File: src/rtl/sdram_traffic_gen_if.sv
// User-side bus between the SDRAM traffic generator and the SDRAM controller.
// The master side (traffic generator) issues burst requests and write data.
// The slave side (controller) returns per-word acks and read data.
interface sdram_traffic_gen_if #(
  parameter int DATA_W = 16,
  parameter int ADDR_W = 24
);
  logic              sdram_wr_req;
  logic [ADDR_W-1:0] sdram_wr_addr;
  logic [9:0]        wr_burst_len;
  logic [DATA_W-1:0] sdram_wr_data;
  logic              sdram_wr_ack;
  logic              sdram_rd_req;
  logic [ADDR_W-1:0] sdram_rd_addr;
  logic [9:0]        rd_burst_len;
  logic [DATA_W-1:0] sdram_rd_data;
  logic              sdram_rd_ack;

  modport master (
    output sdram_wr_req,
    output sdram_wr_addr,
    output wr_burst_len,
    output sdram_wr_data,
    input  sdram_wr_ack,
    output sdram_rd_req,
    output sdram_rd_addr,
    output rd_burst_len,
    input  sdram_rd_data,
    input  sdram_rd_ack
  );

  modport slave (
    input  sdram_wr_req,
    input  sdram_wr_addr,
    input  wr_burst_len,
    input  sdram_wr_data,
    output sdram_wr_ack,
    input  sdram_rd_req,
    input  sdram_rd_addr,
    input  rd_burst_len,
    output sdram_rd_data,
    output sdram_rd_ack
  );
endinterface

File: src/rtl/sdram_traffic_gen.sv
// SDRAM traffic generator / checker.
// Writes NUM_BURSTS bursts of a deterministic word pattern, reading each burst
// back right after it is written and comparing on the fly. Reports pass/fail,
// a saturating mismatch count, the first failing word address, and a sticky
// flag for acks that arrive outside their phase.
module sdram_traffic_gen #(
  parameter int                DATA_W     = 16,
  parameter int                ADDR_W     = 24,
  parameter int                BURST_LEN  = 10,
  parameter int                NUM_BURSTS = 4,
  parameter logic [ADDR_W-1:0] BASE_ADDR  = {ADDR_W{1'b0}},
  parameter int                PATTERN    = 0,
  parameter int                CONTINUOUS = 0
) (
  input  logic                sys_clk,
  input  logic                sys_rst,
  input  logic                start,
  input  logic                init_end,
  sdram_traffic_gen_if.master bus,
  output logic                busy,
  output logic                done,
  output logic                pass,
  output logic [15:0]         err_cnt,
  output logic [ADDR_W-1:0]   first_err_addr,
  output logic                proto_err
);

  typedef enum logic [2:0] {
    S_IDLE      = 3'd0,
    S_WAIT_INIT = 3'd1,
    S_WRITE     = 3'd2,
    S_WR_GAP    = 3'd3,
    S_READ      = 3'd4,
    S_RD_GAP    = 3'd5,
    S_DONE      = 3'd6
  } state_t;

  localparam logic [9:0]  BURST_LEN_C  = 10'(BURST_LEN);
  localparam logic [15:0] LAST_BURST_C = 16'(NUM_BURSTS - 1);

  // Word pattern for global word index k (already reduced mod 2^DATA_W).
  function automatic logic [DATA_W-1:0] pattern_f(input logic [DATA_W-1:0] k);
    logic [DATA_W-1:0] p;
    if (PATTERN == 1) begin
      p = ~k;
    end else begin
      p = k;
    end
    return p;
  endfunction

  state_t            state_r;
  logic [15:0]       b_r;          // burst index within the run
  logic [9:0]        w_r;          // word index within the burst
  logic [DATA_W-1:0] kbase_r;      // global word index of word 0 of burst b
  logic [ADDR_W-1:0] addr_r;       // start address of burst b
  logic              wr_req_r;
  logic              rd_req_r;
  logic [DATA_W-1:0] wr_data_r;
  logic              busy_r;
  logic              done_r;
  logic              pass_r;
  logic [15:0]       err_cnt_r;
  logic [ADDR_W-1:0] first_err_addr_r;
  logic              proto_err_r;

  logic [DATA_W-1:0] word_k_s;
  logic [DATA_W-1:0] exp_data_s;
  logic [DATA_W-1:0] nxt_wr_data_s;
  logic [DATA_W-1:0] nxt_kbase_s;
  logic              rd_mis_s;
  logic              last_word_s;
  logic              last_burst_s;
  logic              proto_ev_s;
  logic              launch_s;

  // Pattern arithmetic for the current word and the word that follows it.
  always_comb begin
    word_k_s      = kbase_r + DATA_W'(w_r);
    exp_data_s    = pattern_f(word_k_s);
    nxt_wr_data_s = pattern_f(word_k_s + DATA_W'(1'b1));
    nxt_kbase_s   = kbase_r + DATA_W'(BURST_LEN);
    rd_mis_s      = (bus.sdram_rd_data != exp_data_s);
    last_word_s   = (w_r == (BURST_LEN_C - 10'd1));
    last_burst_s  = (b_r == LAST_BURST_C);
  end

  // An ack is a protocol error unless it arrives in its own data phase.
  always_comb begin
    proto_ev_s = 1'b0;
    if (bus.sdram_wr_ack && (state_r != S_WRITE)) begin
      proto_ev_s = 1'b1;
    end else if (bus.sdram_rd_ack && (state_r != S_READ)) begin
      proto_ev_s = 1'b1;
    end else begin
      proto_ev_s = 1'b0;
    end
  end

  // A run starts from IDLE on start, or from DONE on start / automatically.
  always_comb begin
    launch_s = 1'b0;
    if (state_r == S_IDLE) begin
      launch_s = start;
    end else if (state_r == S_DONE) begin
      launch_s = (CONTINUOUS != 0) ? 1'b1 : start;
    end else begin
      launch_s = 1'b0;
    end
  end

  // Main sequencer: burst/word counters, requests, data and run statistics.
  always_ff @(posedge sys_clk or posedge sys_rst) begin
    if (sys_rst) begin
      state_r          <= S_IDLE;
      b_r              <= 16'd0;
      w_r              <= 10'd0;
      kbase_r          <= {DATA_W{1'b0}};
      addr_r           <= {ADDR_W{1'b0}};
      wr_req_r         <= 1'b0;
      rd_req_r         <= 1'b0;
      wr_data_r        <= {DATA_W{1'b0}};
      busy_r           <= 1'b0;
      done_r           <= 1'b0;
      pass_r           <= 1'b0;
      err_cnt_r        <= 16'd0;
      first_err_addr_r <= {ADDR_W{1'b0}};
      proto_err_r      <= 1'b0;
    end else begin
      if (launch_s) begin
        state_r          <= S_WAIT_INIT;
        b_r              <= 16'd0;
        w_r              <= 10'd0;
        kbase_r          <= {DATA_W{1'b0}};
        addr_r           <= BASE_ADDR;
        busy_r           <= 1'b1;
        done_r           <= 1'b0;
        pass_r           <= 1'b0;
        err_cnt_r        <= 16'd0;
        first_err_addr_r <= {ADDR_W{1'b0}};
        proto_err_r      <= 1'b0;
      end else begin
        case (state_r)
          S_IDLE: begin
            state_r <= S_IDLE;
          end
          S_WAIT_INIT: begin
            if (init_end) begin
              state_r   <= S_WRITE;
              wr_req_r  <= 1'b1;
              wr_data_r <= pattern_f(kbase_r);
            end
          end
          S_WRITE: begin
            if (bus.sdram_wr_ack) begin
              if (last_word_s) begin
                wr_req_r <= 1'b0;
                w_r      <= 10'd0;
                state_r  <= S_WR_GAP;
              end else begin
                w_r       <= w_r + 10'd1;
                wr_data_r <= nxt_wr_data_s;
              end
            end
          end
          S_WR_GAP: begin
            rd_req_r <= 1'b1;
            state_r  <= S_READ;
          end
          S_READ: begin
            if (bus.sdram_rd_ack) begin
              if (rd_mis_s) begin
                if (err_cnt_r == 16'd0) begin
                  first_err_addr_r <= addr_r + ADDR_W'(w_r);
                end
                if (err_cnt_r != 16'hFFFF) begin
                  err_cnt_r <= err_cnt_r + 16'd1;
                end
              end
              if (last_word_s) begin
                rd_req_r <= 1'b0;
                w_r      <= 10'd0;
                state_r  <= S_RD_GAP;
              end else begin
                w_r <= w_r + 10'd1;
              end
            end
          end
          S_RD_GAP: begin
            if (last_burst_s) begin
              state_r <= S_DONE;
              busy_r  <= 1'b0;
              done_r  <= 1'b1;
              pass_r  <= (err_cnt_r == 16'd0) && !proto_err_r && !proto_ev_s;
            end else begin
              b_r       <= b_r + 16'd1;
              kbase_r   <= nxt_kbase_s;
              addr_r    <= addr_r + ADDR_W'(BURST_LEN);
              wr_req_r  <= 1'b1;
              wr_data_r <= pattern_f(nxt_kbase_s);
              state_r   <= S_WRITE;
            end
          end
          S_DONE: begin
            pass_r <= (err_cnt_r == 16'd0) && !proto_err_r && !proto_ev_s;
          end
          default: begin
            state_r  <= S_IDLE;
            wr_req_r <= 1'b0;
            rd_req_r <= 1'b0;
            busy_r   <= 1'b0;
            done_r   <= 1'b0;
            pass_r   <= 1'b0;
          end
        endcase
      end
      if (proto_ev_s) begin
        proto_err_r <= 1'b1;
      end
    end
  end

  assign bus.sdram_wr_req  = wr_req_r;
  assign bus.sdram_wr_addr = addr_r;
  assign bus.wr_burst_len  = BURST_LEN_C;
  assign bus.sdram_wr_data = wr_data_r;
  assign bus.sdram_rd_req  = rd_req_r;
  assign bus.sdram_rd_addr = addr_r;
  assign bus.rd_burst_len  = BURST_LEN_C;

  assign busy           = busy_r;
  assign done           = done_r;
  assign pass           = pass_r;
  assign err_cnt        = err_cnt_r;
  assign first_err_addr = first_err_addr_r;
  assign proto_err      = proto_err_r;

endmodule

File: src/flat_wrapper.sv
// flat-port wrapper written by rule: the top's interface ports become plain ports
module sdram_traffic_gen_flat 
#(
  parameter int                DATA_W     = 16,
  parameter int                ADDR_W     = 24,
  parameter int                BURST_LEN  = 10,
  parameter int                NUM_BURSTS = 4,
  parameter logic [ADDR_W-1:0] BASE_ADDR  = {ADDR_W{1'b0}},
  parameter int                PATTERN    = 0,
  parameter int                CONTINUOUS = 0
)
  (sys_clk, sys_rst, start, init_end, busy, done, pass, err_cnt, first_err_addr, proto_err, bus_sdram_wr_req, bus_sdram_wr_addr, bus_wr_burst_len, bus_sdram_wr_data, bus_sdram_wr_ack, bus_sdram_rd_req, bus_sdram_rd_addr, bus_rd_burst_len, bus_sdram_rd_data, bus_sdram_rd_ack);
  sdram_traffic_gen_if #(.DATA_W(DATA_W), .ADDR_W(ADDR_W)) bus_i ();
  input  logic sys_clk;
  input  logic sys_rst;
  input  logic start;
  input  logic init_end;
  output logic busy;
  output logic done;
  output logic pass;
  output logic [15:0] err_cnt;
  output logic [ADDR_W-1:0] first_err_addr;
  output logic proto_err;
  output wire logic [$bits(bus_i.sdram_wr_req)-1:0] bus_sdram_wr_req;
  output wire logic [$bits(bus_i.sdram_wr_addr)-1:0] bus_sdram_wr_addr;
  output wire logic [$bits(bus_i.wr_burst_len)-1:0] bus_wr_burst_len;
  output wire logic [$bits(bus_i.sdram_wr_data)-1:0] bus_sdram_wr_data;
  input wire logic [$bits(bus_i.sdram_wr_ack)-1:0] bus_sdram_wr_ack;
  output wire logic [$bits(bus_i.sdram_rd_req)-1:0] bus_sdram_rd_req;
  output wire logic [$bits(bus_i.sdram_rd_addr)-1:0] bus_sdram_rd_addr;
  output wire logic [$bits(bus_i.rd_burst_len)-1:0] bus_rd_burst_len;
  input wire logic [$bits(bus_i.sdram_rd_data)-1:0] bus_sdram_rd_data;
  input wire logic [$bits(bus_i.sdram_rd_ack)-1:0] bus_sdram_rd_ack;
  assign bus_sdram_wr_req = bus_i.sdram_wr_req;
  assign bus_sdram_wr_addr = bus_i.sdram_wr_addr;
  assign bus_wr_burst_len = bus_i.wr_burst_len;
  assign bus_sdram_wr_data = bus_i.sdram_wr_data;
  assign bus_i.sdram_wr_ack = bus_sdram_wr_ack;
  assign bus_sdram_rd_req = bus_i.sdram_rd_req;
  assign bus_sdram_rd_addr = bus_i.sdram_rd_addr;
  assign bus_rd_burst_len = bus_i.rd_burst_len;
  assign bus_i.sdram_rd_data = bus_sdram_rd_data;
  assign bus_i.sdram_rd_ack = bus_sdram_rd_ack;
  sdram_traffic_gen #(.DATA_W(DATA_W), .ADDR_W(ADDR_W), .BURST_LEN(BURST_LEN), .NUM_BURSTS(NUM_BURSTS), .BASE_ADDR(BASE_ADDR), .PATTERN(PATTERN), .CONTINUOUS(CONTINUOUS)) u_core (.sys_clk(sys_clk), .sys_rst(sys_rst), .start(start), .init_end(init_end), .bus(bus_i), .busy(busy), .done(done), .pass(pass), .err_cnt(err_cnt), .first_err_addr(first_err_addr), .proto_err(proto_err));
endmodule
File: config.mk
export PLATFORM = sky130hd
export DESIGN_NAME = sdram_traffic_gen_flat
export DESIGN_NICKNAME = d
export VERILOG_FILES = /design/src/rtl/sdram_traffic_gen_if.sv /design/src/rtl/sdram_traffic_gen.sv /design/src/flat_wrapper.sv
export SDC_FILE = /design/constraint.sdc
export NUM_CORES = 1
export LEC_CHECK = 0
export CORE_MARGIN = 10
export CORE_UTILIZATION = 35
export CTS_CLUSTER_DIAMETER = 200
export DETAILED_ROUTE_END_ITERATION = 6
export PLACE_DENSITY = 0.59
export SLEW_MARGIN = 20
export SYNTH_ARGS = -nofsm -noshare
export SYNTH_HDL_FRONTEND = slang
export SYNTH_SLANG_ARGS = --single-unit
File: constraint.sdc
create_clock -name sys_clk -period 5.01 [get_ports sys_clk]
set_input_delay 1.002 -clock sys_clk [delete_from_list [all_inputs] [get_ports sys_clk]]
set_output_delay 1.002 -clock sys_clk [all_outputs]
set_load 0.02 [all_outputs]
==> results.toml <==
[sta]
period_minus_slack_ns = 3.943
fmax_ghz = 0.2536
hold_viol_final = 0
skew_ns = 0.01072
maxSlewHeadroom = 0.3633
fin_ws_ns = 1.067
finalSetupViolations = 0
slew_violations = 0
fin_tns_setup_ns = 0
holdWs_ns = 0.4794
period_share = 0.7870
rsz0062_at_grt = "no"
worst_pin_slew_ns = 0.9478

[synthesis]
yosys_warnings = 0
ys_ff_latch = 129
synth_cell_types = 74
synthTopCellsByArea = "dfrtp_1 (36%), nor2_1 (4.7%), ha_1 (3.9%), buf_4 (3.8%), o21ai_0 (3.8%)"
mappedNetlistArea_um2 = 9017
synth_area_per_cell_um2 = 8.604
synth_flop_cell = "dfrtp_1"
synth_edf_count = 0
async_flop_share = 1.000
netlist_instances = 1048
post-synth-top-area-cell = "dfrtp_1"
synth_seq_area_share = 0.3580
yosys.area.top_type_share = 0.3580

[power]
power.total_mw = 4.238
p_leak_nw = 4.652
p_int_mw = 2.575
swShare = 0.3924
p_per_area_nw_per_um2 = 384.9
vdd_drop_max_uv = 271.9
seqPwrFrac = 0.325
comb_power_share = 0.358
clkPwrFrac = 0.317
p_sw_mw = 1.663

[global_routing]
grt_pass1_wl_um = 42670
grt_overflow = 0
grt_max_degree = 81
grt_pass1_vias = 7681
grt_usage = 0.1577
grt_antenna_before_repair = 0

[clock_network]
cts_hold_buffers = 0
cts_made_buffers = 17
htree_levels = 4
root_buffer = "clkbuf_16"
cts.sinks = 129
cts_max_path_buffers = 2
cts_tree = "done"
insertion_delay_ns = 0.43
cts-resized-gates = 0
path_clk_slew_ns = 0.06
postCtsSetupBuffers = 0

[detailed_routing]
vias_per_cell = 5.417
ant_nets = 0
detailedRoute.firstPassIterationCount = 5
drc = 0
wl_per_cell_um = 17.88
drt_iter0_drc = 586
totalWireLength_um = 26360
num_vias = 7984

[cells_and_area]
postLayoutCellArea_um2 = 11010
diodes = 0
final_nets = 1181
drive_gt1_frac = 0.08129
final_cells = 1474
final_core_util = 0.4361
mostFrequentLayoutCells = "clkdlybuf4s50_1 (129), dfrtp_1 (129), nor2_1 (114), nand2_1 (88), o21ai_0 (67)"
seqCellArea_um2 = 3228
n_fill_cell = 2469
multiInputGateArea_um2 = 5130
area_growth_pct = 22.13

[floorplanning]
die_w_um = 180.5
design.core.area_um2 = 25250
io_pins = 152
placementRows = 58
start_util = 0.3571
fp.dieArea_um2 = 32580
chipHeight_um = 180.5

[outcome]
status = "finished, final reports clean"

[place]
dp_hpwl_um = 19020
placed_area_um2 = 10360
place_inst = 1441
portBuffers = 129
gp_congestion = 0.8641
dpl_worst_slack_ns = 0.6595

[worst_setup_path]
path_class = "flip-flop to flip-flop"
r2r_cells = 12
worst_setup_path_end_kind = "flip-flop"
crit_path_start_kind = "flip-flop"
worst_ep_required_time_ns = 5.32
arrival_ns = 4.25
crit_fanout = 16

[min_path]
hold_class = "flip-flop to flip-flop"
hold_depth = 2

[job]
cap_viol_max_count = 0
-- power by group through the flow --
stage                     combinational, mW  sequential, mW  clock [mW]
after global routing                   1.66            1.41        1.41
after CTS                              1.51            1.38        1.36
final                                  1.52            1.38        1.34
after detailed placement               1.50            1.40           0
after global placement                 1.48            1.40           0
after floorplan                       0.877            1.45           0
-- synthesized netlist by cell type (all sizes together), types with 9 or more instances --
| cell | instances |
|---|---|
| inv | 37 |
| xnor2 | 30 |
| xor2 | 38 |
| o22ai | 13 |
| nand4 | 19 |
| a21oi | 48 |
| nor3 | 17 |
| clkbuf | 45 |
| and3 | 29 |
| nand2 | 88 |
| o21ai | 68 |
| a311oi | 15 |
| o31ai | 17 |
| mux2 | 24 |
| nor2 | 114 |
| and2 | 9 |
| nand3 | 58 |
| ha | 28 |
| buf | 60 |
| dfrtp | 129 |
| mux2i | 17 |
| nor4 | 17 |
-- sequential cells by signal, indices dropped and copies added, names as in the netlist, 3 cells and up --
signal	count
u_core.bus.sdram_wr_data	16
u_core.w_r	10
u_core.b_r	16
u_core.state_r	3
u_core.bus.sdram_rd_addr	23
u_core.kbase_r	15
u_core.err_cnt	16
u_core.first_err_addr	24
-- final timing paths --
check                                       startpoint                           to  slack [ns]
max                                  u_core.kbase_r[3]            u_core.err_cnt[0]        1.07
min                        u_core.bus.sdram_wr_data[5]  u_core.bus.sdram_wr_data[5]        0.48
max reg2reg                          u_core.kbase_r[3]            u_core.err_cnt[0]        1.07
min reg2reg                u_core.bus.sdram_wr_data[5]  u_core.bus.sdram_wr_data[5]        0.48
max in group asynchronous                      sys_rst           u_core.err_cnt[11]        3.10
min in group asynchronous                      sys_rst  u_core.bus.sdram_rd_addr[4]        1.02
-- metal layers --
metal / up-vias / GRT usage / part of all wire
met2: 246 / 0.2439 / 0.45
met1: 3825 / 0.2116 / 0.47
li1: 3876 / - / -
met5: - / 0 / 0
met4: 0 / 0.04331 / 0.020
met3: 37 / 0.04217 / 0.064
-- critical path, stage by stage (launching register included) --
cell and delay (ns):
dfrtp_1 0.50, ha_1 0.51, o21a_1 0.29, a21oi_1 0.13, o21a_1 0.25, buf_4 0.17
a31o_2 0.23, a2111oi_0 0.39, buf_4 0.19, o2111a_1 0.27, buf_4 0.25, a31o_2 0.28
mux2_2 0.35
-- kinds of logic after synthesis --
group,synth area share
xor gates and xnor gates,0.07437
AOI/OAI and AO/OA,0.1787
muxes,0.05592
buffers and inverters,0.08283
DFF,0.3580
adders and majority gates,0.03885
and+or+nand+nor,0.2105
other,0.0008328
-- layout make-up --
cell class / count / share of cell area
Timing Repair Buffer: 149 / 0.1338
Sequential cell: 129 / 0.2931
Clock inverter: 15 / 0.01795
Tap cell: 330 / 0.03749
Clock buffer: 17 / 0.03863
Multi-Input combinational cell: 796 / 0.4658
Inverter: 38 / 0.01318
Power figures use the tool's default switching activity.
